File: config.mk
export PLATFORM = sky130hd
export DESIGN_NAME = camera_ctrl_master
export DESIGN_NICKNAME = d
export VERILOG_FILES = /design/src/rtl/camera_ctrl_master.sv
export SDC_FILE = /design/constraint.sdc
export NUM_CORES = 1
export LEC_CHECK = 0
export CORE_ASPECT_RATIO = 1.25
export CORE_MARGIN = 4
export CORE_UTILIZATION = 28
export CTS_BUF_LIST = sky130_fd_sc_hd__clkbuf_8
export DETAILED_ROUTE_END_ITERATION = 8
export PLACE_DENSITY_LB_ADDON = 0.12
export SYNTH_ARGS = -nofsm -noshare
export SYNTH_HDL_FRONTEND = slang
export SYNTH_SLANG_ARGS = --single-unit
export TNS_END_PERCENT = 5
File: constraint.sdc
create_clock -name Clock -period 6.3 [get_ports Clock]
set_clock_uncertainty 0.15 [all_clocks]
set_input_delay 1.89 -clock Clock [delete_from_list [all_inputs] [get_ports Clock]]
set_output_delay 1.89 -clock Clock [all_outputs]
set_load 0.02 [all_outputs]
File: src/rtl/camera_ctrl_master.sv
// -----------------------------------------------------------------------------
// camera_ctrl_master
//   Hardware Avalon-MM master that runs the camera bring-up/capture sequence
//   in place of software. On an accepted Start it writes the exposure value,
//   reads it back to verify it, starts configuration and polls for its done
//   bit, reads the frame-count baseline, starts capture, polls until the
//   requested number of frames has arrived, then stops capture.
//
//   Ports
//     Clock, Resetn          clock, asynchronous active-low reset
//     Start, Abort           sequence request / abort request (user side)
//     Exposure, Frame_target sequence arguments, latched on accepted Start
//     Busy, Done, Aborted,   sequence status; Done is a 1-cycle end pulse,
//     Error_code             Aborted/Error_code are held until the next Start
//     Frames_captured        frames seen since the baseline read (mod 2^32)
//     address, chipselect,   Avalon-MM master to the camera interface slave;
//     read, write, writedata the slave returns registered readdata, so a
//     readdata               read is 2 cycles: strobe, then sample at end
// -----------------------------------------------------------------------------
module camera_ctrl_master #(
  parameter int unsigned POLL_GAP    = 16,
  parameter int unsigned CFG_SETTLE  = 64,
  parameter int unsigned CFG_TIMEOUT = 1000000,
  parameter int unsigned FRM_TIMEOUT = 50000000
) (
  input  logic        Clock,
  input  logic        Resetn,
  input  logic        Start,
  input  logic        Abort,
  input  logic [15:0] Exposure,
  input  logic [31:0] Frame_target,
  output logic        Busy,
  output logic        Done,
  output logic        Aborted,
  output logic [1:0]  Error_code,
  output logic [31:0] Frames_captured,
  output logic [3:0]  address,
  output logic        chipselect,
  output logic        read,
  output logic        write,
  output logic [31:0] writedata,
  input  logic [31:0] readdata
);

  typedef enum logic [3:0] {
    S_IDLE, S_WR_EXP, S_RD_EXP, S_CFG_GO, S_POLL_CFG,
    S_RD_BASE, S_CAP_GO, S_POLL_FRM, S_CAP_STOP, S_FIN
  } state_e;

  localparam logic [1:0] ERR_EXP = 2'd1;
  localparam logic [1:0] ERR_CFG = 2'd2;
  localparam logic [1:0] ERR_FRM = 2'd3;

  state_e      state_q, state_d;
  logic [31:0] cnt_q, cnt_d;       // cycles in current state, saturating
  logic [31:0] phase_q, phase_d;   // position inside one poll period
  logic [15:0] exp_q, exp_d;
  logic [31:0] target_q, target_d;
  logic [31:0] base_q, base_d;
  logic [31:0] frames_q, frames_d;
  logic [1:0]  err_q, err_d;
  logic        aborted_q, aborted_d;
  logic        abort_q, abort_d;   // remembers an Abort pulse until a decision point
  logic        abort_pend;

  // ---------------------------------------------------------------------------
  // State register
  // ---------------------------------------------------------------------------
  // NOTE: sequential state uses non-blocking assignments so every flop samples
  // the pre-edge values regardless of process ordering.
  always_ff @(posedge Clock or negedge Resetn) begin
    if (!Resetn) begin
      state_q   <= S_IDLE;
      cnt_q     <= '0;
      phase_q   <= '0;
      exp_q     <= '0;
      target_q  <= '0;
      base_q    <= '0;
      frames_q  <= '0;
      err_q     <= '0;
      aborted_q <= 1'b0;
      abort_q   <= 1'b0;
    end else begin
      state_q   <= state_d;
      cnt_q     <= cnt_d;
      phase_q   <= phase_d;
      exp_q     <= exp_d;
      target_q  <= target_d;
      base_q    <= base_d;
      frames_q  <= frames_d;
      err_q     <= err_d;
      aborted_q <= aborted_d;
      abort_q   <= abort_d;
    end
  end

  // ---------------------------------------------------------------------------
  // Next-state logic. Decisions are only taken once the current bus
  // transaction has finished (write states at cnt 1, polls at phase >= 1).
  // ---------------------------------------------------------------------------
  always_comb begin
    // NOTE: every variable gets a default first so no path can infer a latch.
    state_d    = state_q;
    exp_d      = exp_q;
    target_d   = target_q;
    base_d     = base_q;
    frames_d   = frames_q;
    err_d      = err_q;
    aborted_d  = aborted_q;
    abort_pend = abort_q | Abort;
    abort_d    = abort_q | (Abort && (state_q inside {S_WR_EXP, S_RD_EXP, S_CFG_GO,
                 S_POLL_CFG, S_RD_BASE, S_CAP_GO, S_POLL_FRM}));

    unique case (state_q)
      S_IDLE: begin
        if (Start && !Abort) begin
          state_d   = S_WR_EXP;
          exp_d     = Exposure;
          target_d  = Frame_target;
          frames_d  = '0;
          err_d     = '0;
          aborted_d = 1'b0;
          abort_d   = 1'b0;
        end
      end
      S_WR_EXP: begin
        if (cnt_q == 32'd1) begin
          if (abort_pend) begin state_d = S_FIN; aborted_d = 1'b1; end
          else            state_d = S_RD_EXP;
        end
      end
      S_RD_EXP: begin
        if (cnt_q == 32'd1) begin
          if (abort_pend)                    begin state_d = S_FIN; aborted_d = 1'b1; end
          else if (readdata[15:0] != exp_q)  begin state_d = S_FIN; err_d = ERR_EXP; end
          else                               state_d = S_CFG_GO;
        end
      end
      S_CFG_GO: begin
        if (cnt_q != 32'd0) begin
          if (abort_pend)               begin state_d = S_FIN; aborted_d = 1'b1; end
          else if (cnt_q >= CFG_SETTLE) state_d = S_POLL_CFG;
        end
      end
      S_POLL_CFG: begin
        if (phase_q != 32'd0) begin
          if (abort_pend)                        begin state_d = S_FIN; aborted_d = 1'b1; end
          else if (phase_q == 32'd1 && readdata[0]) state_d = S_RD_BASE;
          else if (cnt_q > CFG_TIMEOUT)          begin state_d = S_FIN; err_d = ERR_CFG; end
        end
      end
      S_RD_BASE: begin
        if (cnt_q == 32'd1) begin
          if (abort_pend) begin state_d = S_FIN; aborted_d = 1'b1; end
          else begin
            base_d  = readdata;
            state_d = S_CAP_GO;
          end
        end
      end
      S_CAP_GO: begin
        if (cnt_q == 32'd1) begin
          if (abort_pend)               begin state_d = S_CAP_STOP; aborted_d = 1'b1; end
          else if (target_q == 32'd0)   state_d = S_CAP_STOP;
          else                          state_d = S_POLL_FRM;
        end
      end
      S_POLL_FRM: begin
        if (phase_q != 32'd0) begin
          // Modular subtract keeps the count right across a frame-counter wrap.
          if (phase_q == 32'd1) frames_d = readdata - base_q;
          if (phase_q == 32'd1 && frames_d >= target_q) state_d = S_CAP_STOP;
          else if (abort_pend)          begin state_d = S_CAP_STOP; aborted_d = 1'b1; end
          else if (cnt_q > FRM_TIMEOUT) begin state_d = S_CAP_STOP; err_d = ERR_FRM; end
        end
      end
      S_CAP_STOP: begin
        if (cnt_q == 32'd1) state_d = S_FIN;
      end
      S_FIN:   state_d = S_IDLE;
      default: state_d = S_IDLE;
    endcase

    // Timing counters restart on every state entry.
    if (state_d != state_q) begin
      cnt_d   = '0;
      phase_d = '0;
    end else begin
      cnt_d   = (cnt_q == '1) ? cnt_q : cnt_q + 32'd1;
      phase_d = (phase_q >= POLL_GAP + 32'd1) ? 32'd0 : phase_q + 32'd1;
    end
  end

  // ---------------------------------------------------------------------------
  // Output logic. Bus strobes are decoded from registered state only, so reset
  // drops them in the same cycle.
  // ---------------------------------------------------------------------------
  always_comb begin
    chipselect = 1'b0;
    read       = 1'b0;
    write      = 1'b0;
    address    = 4'd0;
    writedata  = 32'd0;

    unique case (state_q)
      S_WR_EXP:   if (cnt_q == 32'd0)   begin chipselect = 1'b1; write = 1'b1; address = 4'd0; writedata = {16'h0, exp_q}; end
      S_RD_EXP:   if (cnt_q == 32'd0)   begin chipselect = 1'b1; read  = 1'b1; address = 4'd0; end
      S_CFG_GO:   if (cnt_q == 32'd0)   begin chipselect = 1'b1; write = 1'b1; address = 4'd1; writedata = 32'h2; end
      S_POLL_CFG: if (phase_q == 32'd0) begin chipselect = 1'b1; read  = 1'b1; address = 4'd1; end
      S_RD_BASE:  if (cnt_q == 32'd0)   begin chipselect = 1'b1; read  = 1'b1; address = 4'd2; end
      S_CAP_GO:   if (cnt_q == 32'd0)   begin chipselect = 1'b1; write = 1'b1; address = 4'd1; writedata = 32'h4; end
      S_POLL_FRM: if (phase_q == 32'd0) begin chipselect = 1'b1; read  = 1'b1; address = 4'd2; end
      S_CAP_STOP: if (cnt_q == 32'd0)   begin chipselect = 1'b1; write = 1'b1; address = 4'd1; writedata = 32'h8; end
      default: ;
    endcase

    Busy            = !(state_q inside {S_IDLE, S_FIN});
    Done            = (state_q == S_FIN);
    Aborted         = aborted_q;
    Error_code      = err_q;
    Frames_captured = frames_q;
  end

endmodule

==> impl_summary.log <==
[metrics] area added between synthesis and finish: 36.0%
[metrics] clock-pin transition on the worst setup and hold timing paths: roughly 0.11 ns
[metrics] count of inserted antenna diode cells: 0
[metrics] run status: complete, no violations
[metrics] fraction of the cycle the final worst path needs: between 90% and 100%
[metrics] Final Hold Fails: 0
[metrics] Root Driver: clkbuf_8
[metrics] total area of sequential cells: 0.00460 mm^2
[metrics] effective utilization at floorplan: between 20 and 30%
[metrics] area of the die: 0.0446 mm^2
[metrics] critical register-to-register path startpoint: phase_q[1]
[metrics] slew margin rel.: around 30%
[metrics] final count of pins violating max slew: 0
[metrics] cell-by-cell trace of the critical path: clkbuf_2 -> inv_2 -> ha_4 -> inv_2 -> fa_2 -> a21o_1 -> buf_6 -> a221oi_4 -> nand2b_4 -> a21boi_2 -> o31a_1 -> buf_4 -> o41ai_4 -> xnor2_1 -> mux2_4 -> ha_4 -> nand4_1 -> o311ai_4 -> a31oi_4 -> o311ai_2 -> buf_4 -> o2bb2ai_4 -> clkbuf_16 -> nor3_2
[metrics] most used flip-flop cell after synthesis: dfrtp_1
[metrics] Data required, critical path: ~6.6 ns
[metrics] Post-synth EDFFs: 0
[metrics] startpoint types: input port
[metrics] Combinational Power Share: a little under half
[metrics] CP Max Fanout: 7
[metrics] WS Path Type: input port to flop
[metrics] clock sinks: ~180
[metrics] Vias: between 10k and 15k
[metrics] Post-Place Setup Slack: -0.995 ns
[metrics] Total Routing Usage GR: between 10% and 20%
[metrics] clock tree from TritonCTS: yes
[metrics] level count of the clock H-tree: 4
[metrics] cell family with the largest share of critical-path delay: compound AO/OA/AOI/OAI gates
[metrics] DRC errors left: 0
[metrics] area of combinational cells with multiple inputs: slightly below 0.007 mm^2
[metrics] Clock Path Buffers: 2
[metrics] total clock buffers created by CTS: 17
[metrics] placement row count: between 80 and 90
[metrics] standby leakage power: 6.97 nW
[metrics] IO Count: between 150 and 200
[metrics] total overflow reported by the global router: 0
[metrics] die outline height: ~240 um
[metrics] final setup fails: 0
[metrics] post-route minimum period: ~6.1 ns
[metrics] Net count, final: about 1.8k
[metrics] total wire length: approximately 39 mm
[metrics] fraction of final layout cells with drive strength greater than 1: between 20% and 30%
[metrics] Hold Crit Class: flop to flop
[metrics] placeable core region: 0.0404 mm^2
[metrics] pin count of the biggest net entering global routing: 98
[metrics] cells after synthesis: 1302
[metrics] crit path capture: cnt_q[11]
[metrics] power spent charging and discharging nets: about 0.0018 W
[metrics] first-pass GRT wire length: a little over 60 mm
[metrics] part of the total power dissipated in sequential elements: a little over a third
[metrics] vias in the first global route: around 11k
[metrics] r2r endpoint: cnt_q[13]
[metrics] Port Buf Inserts: approximately 140
[metrics] peak per-stage delay on the critical path: 0.36 ns
[metrics] number of nets with antenna violations after detailed routing: 0
[metrics] detailed-route vias per instance: 4.87
[metrics] power share of the clock group: a little under a fifth
[metrics] async set or reset register ratio after synthesis: 100%
[metrics] internal power of the cells: between 0.002 and 0.003 W
[metrics] data arrival time at the worst-slack endpoint: roughly 6.4 ns
[metrics] worst-case vdd ir drop: 149 uV
[metrics] share of Yosys cell area claimed by the top area cell type: around 40%
[metrics] antenna violations before repair: 0
[metrics] upper clock frequency limit: between 150 and 200 MHz
[metrics] DIE WIDTH: roughly 190 um
[metrics] number of logic stages on the critical path including buffering: 24
[metrics] cells taking the most area after synthesis: dfrtp_1 40%, ha_1 7.5%, nand2_1 6.6%
[metrics] mean post-synth cell area: about 9 um^2
[metrics] final routed wire length divided by cell count: roughly 18 um
[metrics] gp weighted congestion: 0.896
[metrics] Tightest Pin Transition: roughly 1.0 ns
[metrics] count of TritonRoute iterations in the first routing pass: 5
[metrics] worst setup slack for register-to-register paths: around 1.2 ns
[metrics] Post-Synthesis Cell Area: approximately 0.012 mm^2
[metrics] cell depth of the worst flop-to-flop path: 18
[metrics] sort of element at the end of the critical path: flop
[metrics] slowest library cell on the worst path: o311ai_4
[metrics] synthesized flop and latch total: about 180
[metrics] sequential cell area fraction in the yosys report: between 30% and 40%
[metrics] Distinct cells, synth: just over 80
[metrics] largest area contributor in the netlist: dfrtp_1
[metrics] 1st-iter DRT viols: 610
[metrics] synth warn: 0
[metrics] power density over cell area: around 280 mW/mm^2
[metrics] final-layout fill cell count: between 4k and 5k
[metrics] Switching Share: between 40% and 50%
[metrics] number of buffer and inverter stages on the critical path: 7
[metrics] estimated wirelength of the detail-placed design: between 20 and 30 mm
[metrics] clock latency on the worst-skew pair: ~0.52 ns
[metrics] final worst setup slack: ~0.19 ns
[metrics] worst setup path startpoint: readdata[0]
[metrics] overall power of the completed layout: about 0.0044 W
[metrics] reported max-cap violation count: 0
## registers in the layout, summed over array words and instances, names as in the netlist
register	flops
Frames_captured	32
base_q	32
cnt_q	32
phase_q	32
target_q	32
exp_q	16
state_q	4
Error_code	2
Aborted	1
abort_q	1
## layout by cell type (no fill, tap or decap), drive strengths merged, types with 12 or more instances in the layout
cell / instances
nand2: 202
nor4: 29
a31oi: 14
and2: 23
clkdlybuf4s50: 127
nor2: 63
a22o: 18
a21oi: 43
a21o: 17
xnor2: 46
nor3: 56
clkbuf: 24
o21ai: 123
ha: 69
conb: 45
dfrtp: 184
inv: 91
buf: 171
nand4: 30
nand3: 37
and4: 12
xor2: 29
## final cells by class
type,count,share of cell area [%]
flip-flops and latches,184,29.3
inverters,85,2.03
well taps,546,4.35
clock inverters,15,1.03
clock buffers,17,1.49
multi-input cells,1005,44.0
repair buffers,313,17.8
## synth_stat cells, types with 4 or more instances
cell / count
nand2_1: 202
mux2_2: 8
nor3_1: 26
xor2_1: 29
and2_1: 23
o211ai_1: 5
xnor2_1: 46
a21boi_0: 4
nor3_2: 28
o21bai_1: 6
a22o_1: 18
a31oi_1: 14
clkbuf_1: 37
and3_1: 11
ha_1: 69
dfrtp_1: 184
o21ai_0: 122
o31ai_1: 7
nor2b_1: 5
or3_1: 4
a211oi_1: 10
nand3_1: 37
buf_6: 5
nand2b_1: 6
o22ai_1: 5
buf_4: 24
nor2_1: 63
a21o_1: 17
o21a_1: 7
a21oi_1: 43
a221oi_1: 6
nor4_1: 28
or2_2: 5
inv_1: 83
and4_1: 12
o2111ai_1: 4
nand4_1: 29
buf_1: 4
## through the flow
| stage | hold slack (ns) | instance area (um^2) | utilization, % | TNS (ns) | cells |
|---|---|---|---|---|---|
| after floorplan | 0.326 | 11700 | - | 0 | 1346 |
| after global placement | 0.353 | 14600 | 36.2 | -35.02 | 2116 |
| after detailed placement | 0.351 | 14600 | 36.2 | -41.38 | 2116 |
| after CTS | 0.378 | 15300 | 37.9 | 0 | 2156 |
| after global routing | 0.417 | 15700 | 38.9 | -0.116 | 2165 |
| final | 0.372 | 15700 | 38.9 | 0 | 2165 |
## per-layer routing
layer  routed length (um)  up-vias  GRT usage [%]
met5                    0        -              0
met4                  874        0           5.29
met3                 1690       48           2.88
met2                20300      228           31.9
met1                15800     5113           20.3
li1                     -     5150              -
## logic make-up (layout without fill, tap and decap cells)
| kind of cell | count (synthesis) | count (layout) | synth area share, % |
|---|---|---|---|
| multiplexers | 10 | 10 | 0.953 |
| other | 1 | 45 | 0.0325 |
| AO/OA/AOI/OAI | 307 | 308 | 17.2 |
| flip-flops | 184 | 184 | 39.9 |
| AND/OR/NAND/NOR | 497 | 497 | 22.3 |
| buffers and inverters | 158 | 430 | 6.27 |
| adder cells (fa/ha/maj) | 70 | 70 | 7.65 |
| XOR/XNOR | 75 | 75 | 5.69 |
## worst reg2reg max path: cells and delay by family, from the launching register on
kind	cells	cell delay, ns
and+or+nand+nor	6	1.60
buffers and inverters	4	0.89
adders and majority gates	2	0.49
AOI/OAI and AO/OA	6	1.49
DFF	1	0.42
## worst min-delay path by stage
stage	from	to	depth (start not counted)
after global placement	Frames_captured[31]	Frames_captured[31]	1
after global routing	phase_q[0]	phase_q[0]	1
after floorplan	target_q[0]	target_q[0]	2
final	Aborted	Aborted	2
after detailed placement	Aborted	Aborted	2
after CTS	Aborted	Aborted	2
## what timing repair did
| item | 4_1_cts | 5_1_grt |
|---|---|---|
| gates resized for setup | 48 | 69 |
| setup buffers | 8 | 7 |
| endpoints found under the setup margin | 44 | 44 |
| cloned | 2 | 2 |
| hold endpoints to repair | 0 | 0 |
| pin swaps | 26 | 42 |
| hold buffers | 0 | 0 |
## power by group through the flow
stage | logic [W] | registers, W | clock network (W)
2_1_floorplan | 0.00114 | 0.00150 | 0
3_3_place_gp | 0.00179 | 0.00155 | 0
3_5_place_dp | 0.00180 | 0.00155 | 0
4_1_cts | 0.00192 | 0.00153 | 0.000861
5_1_grt | 0.00223 | 0.00155 | 0.000895
6_report | 0.00203 | 0.00153 | 0.000818
No activity file was read; power rests on OpenSTA's default activity.
==> variant (same settings) <==
Register the output `address`, with the module's reset; this adds one clock of latency there. The other outputs are not delayed to match.
--- a/src/rtl/camera_ctrl_master.sv
+++ b/src/rtl/camera_ctrl_master.sv
@@ -51,6 +51,8 @@
   localparam logic [1:0] ERR_CFG = 2'd2;
   localparam logic [1:0] ERR_FRM = 2'd3;
 
+  logic [3:0] address_d;
+
   state_e      state_q, state_d;
   logic [31:0] cnt_q, cnt_d;       // cycles in current state, saturating
   logic [31:0] phase_q, phase_d;   // position inside one poll period
@@ -199,18 +201,18 @@
     chipselect = 1'b0;
     read       = 1'b0;
     write      = 1'b0;
-    address    = 4'd0;
+    address_d  = 4'd0;
     writedata  = 32'd0;
 
     unique case (state_q)
-      S_WR_EXP:   if (cnt_q == 32'd0)   begin chipselect = 1'b1; write = 1'b1; address = 4'd0; writedata = {16'h0, exp_q}; end
-      S_RD_EXP:   if (cnt_q == 32'd0)   begin chipselect = 1'b1; read  = 1'b1; address = 4'd0; end
-      S_CFG_GO:   if (cnt_q == 32'd0)   begin chipselect = 1'b1; write = 1'b1; address = 4'd1; writedata = 32'h2; end
-      S_POLL_CFG: if (phase_q == 32'd0) begin chipselect = 1'b1; read  = 1'b1; address = 4'd1; end
-      S_RD_BASE:  if (cnt_q == 32'd0)   begin chipselect = 1'b1; read  = 1'b1; address = 4'd2; end
-      S_CAP_GO:   if (cnt_q == 32'd0)   begin chipselect = 1'b1; write = 1'b1; address = 4'd1; writedata = 32'h4; end
-      S_POLL_FRM: if (phase_q == 32'd0) begin chipselect = 1'b1; read  = 1'b1; address = 4'd2; end
-      S_CAP_STOP: if (cnt_q == 32'd0)   begin chipselect = 1'b1; write = 1'b1; address = 4'd1; writedata = 32'h8; end
+      S_WR_EXP:   if (cnt_q == 32'd0)   begin chipselect = 1'b1; write = 1'b1; address_d = 4'd0; writedata = {16'h0, exp_q}; end
+      S_RD_EXP:   if (cnt_q == 32'd0)   begin chipselect = 1'b1; read  = 1'b1; address_d = 4'd0; end
+      S_CFG_GO:   if (cnt_q == 32'd0)   begin chipselect = 1'b1; write = 1'b1; address_d = 4'd1; writedata = 32'h2; end
+      S_POLL_CFG: if (phase_q == 32'd0) begin chipselect = 1'b1; read  = 1'b1; address_d = 4'd1; end
+      S_RD_BASE:  if (cnt_q == 32'd0)   begin chipselect = 1'b1; read  = 1'b1; address_d = 4'd2; end
+      S_CAP_GO:   if (cnt_q == 32'd0)   begin chipselect = 1'b1; write = 1'b1; address_d = 4'd1; writedata = 32'h4; end
+      S_POLL_FRM: if (phase_q == 32'd0) begin chipselect = 1'b1; read  = 1'b1; address_d = 4'd2; end
+      S_CAP_STOP: if (cnt_q == 32'd0)   begin chipselect = 1'b1; write = 1'b1; address_d = 4'd1; writedata = 32'h8; end
       default: ;
     endcase
 
@@ -221,5 +223,13 @@
     Frames_captured = frames_q;
   end
 
+  always_ff @(posedge Clock or negedge Resetn) begin
+    if (!Resetn) begin
+      address <= '0;
+    end else begin
+      address <= address_d;
+    end
+  end
+
 endmodule
 
Check against the original RTL: not equivalent (Yosys sat finds a counterexample within 10 cycles, from zero or initial values and one cycle with Resetn low).
==> variant against the unedited design <==
Cell area rose by 1.8%. Cell count decreased by 2.7%. Area after synthesis up 1.3%. Setup slack worse by 0.13 ns. Combinational power shrank 21%. Sequential cell count up 2. Wire length shrank 0.83%. Fmax shrank 2.1%. Clock power up 12%. Total power down 5.2%. First-iteration DRC count decreased by 7.0%. Critical path type unchanged. Critical endpoint is now cnt_q[19]$_DFFE_PN0P_. Largest cell class unchanged. Largest power group is now sequential cells. Highest routed layer unchanged.
==> variant: results <==
metrics = {
    "setup_path": {
        "rr_startpoint": "base_q[0]$_DFFE_PN0P_",
        "crit_fanout": 16,
        "rr_endpoint": "phase_q[1]$_DFF_PN0_",
        "rrSetupSlack_ns": 1.17,
        "reg2regPathDepth": 24,
        "max_stage_delay_ns": 0.21,
    },
    "placed_design": {
        "dp_hpwl_um": 28500,
        "post-place-ws_ns": -0.930,
    },
    "synthesis": {
        "syn_area_per_cell_um2": 9.56,
        "synth_common_cells": "dfrtp_1 (186), nand2_1 (112), mux2_2 (80)",
        "ys_types": 74,
        "yosysSeqAreaShare_pct": 39.8,
        "yosys-top-cells-area": "dfrtp_1 (40%), mux2_2 (7.7%), ha_1 (7.4%)",
    },
    "power_and_ir_drop": {
        "ir_drop_uv": 173,
        "leakage_nw": 7.04,
        "p_sw_w": 0.00162,
    },
    "global_route": {
        "grt_max_degree": 117,
        "grt_util_met1_pct": 21.3,
        "grt_pass1_vias": 10300,
        "antenna_found_initial": 1,
    },
    "layout": {
        "stdcell_count": 2106,
        "drive_gt1_share_pct": 26.7,
    },
    "route": {
        "wl_met2_um": 20000,
        "vias_per_cell": 4.84,
        "met3_length_um": 1510,
        "drt-initial-drc-count": 567,
    },
    "min_path": {
        "hold_depth": 1,
        "hold_end": "base_q[6]$_DFFE_PN0P_",
    },
    "outcome": {
        "status": "completed",
    },
}
[variant: cell count changes after synthesis, moves of 7 or more]
cell     before  now
nand2_1     202  112
mux2_2        8   80
o21ai_0     122   65
a21oi_1      43   61
nand3_1      37   54
a22o_1       18    9
nor4_1       28   20
and2_1       23   16
o31ai_1       7   14
[variant: cell families after synthesis]
logic type               count (synthesis)  synth area share (%)
AND/OR/NAND/NOR                        428                  20.8
XOR/XNOR                                74                  5.54
flip-flops                             186                  39.8
adder cells (fa/ha/maj)                 70                  7.55
AO/OA/AOI/OAI                          237                  12.9
multiplexers                            82                  7.87
buffers and inverters                  146                  5.58
other                                    1                0.0320
[variant: worst max path at each step]
stage / startpoint / end / slack, ns
after detailed placement: readdata[0] / cnt_q[23]$_DFFE_PN0P_ / -0.93
after floorplan: readdata[0] / cnt_q[0]$_DFFE_PN0P_ / 0.005
after CTS: readdata[14] / phase_q[1]$_DFF_PN0_ / 0.002
after global routing: readdata[11] / phase_q[1]$_DFF_PN0_ / -0.08
after global placement: readdata[0] / cnt_q[19]$_DFFE_PN0P_ / -0.90
final: readdata[0] / cnt_q[19]$_DFFE_PN0P_ / 0.06
[variant: worst max-delay path: cells and delay by family]
| family | cells | cell delay, ns |
|---|---|---|
| AO/OA/AOI/OAI | 3 | 0.43 |
| buffers and inverters | 33 | 3.97 |
| AND/OR/NAND/NOR | 2 | 0.20 |
[variant: layout make-up]
class / count / area (um2) / share of cell area (%)
Antenna cell: 1 / 2.50 / 0.0156
Clock buffer: 17 / 234 / 1.46
Clock inverter: 15 / 204 / 1.28
Inverter: 79 / 302 / 1.89
Multi-Input combinational cell: 936 / 7050 / 44.1
Sequential cell: 186 / 4650 / 29.1
Tap cell: 552 / 691 / 4.32
Timing Repair Buffer: 320 / 2860 / 17.9
[variant: timing repair]
| action | in CTS | in global routing |
|---|---|---|
| gates resized for setup | 46 | 75 |
| setup endpoints to repair | 41 | 41 |
| pin swaps | 32 | 53 |
| setup buffers | 38 | 5 |
| gates cloned | 1 | 0 |
[variant: power groups by stage]
stage | clock network (W) | logic, W | registers [W]
4_1_cts | 0.000948 | 0.00156 | 0.00163
5_1_grt | 0.000993 | 0.00176 | 0.00165
3_3_place_gp | 0 | 0.00147 | 0.00166
3_5_place_dp | 0 | 0.00148 | 0.00166
6_report | 0.000913 | 0.00160 | 0.00163
2_1_floorplan | 0 | 0.00100 | 0.00154
[variant: stage by stage]
stage	power, W	TNS (ns)
2_1_floorplan	0.00255	0
3_3_place_gp	0.00313	-36.70
3_5_place_dp	0.00313	-37.38
4_1_cts	0.00414	0
5_1_grt	0.00440	-1.16
6_report	0.00414	0
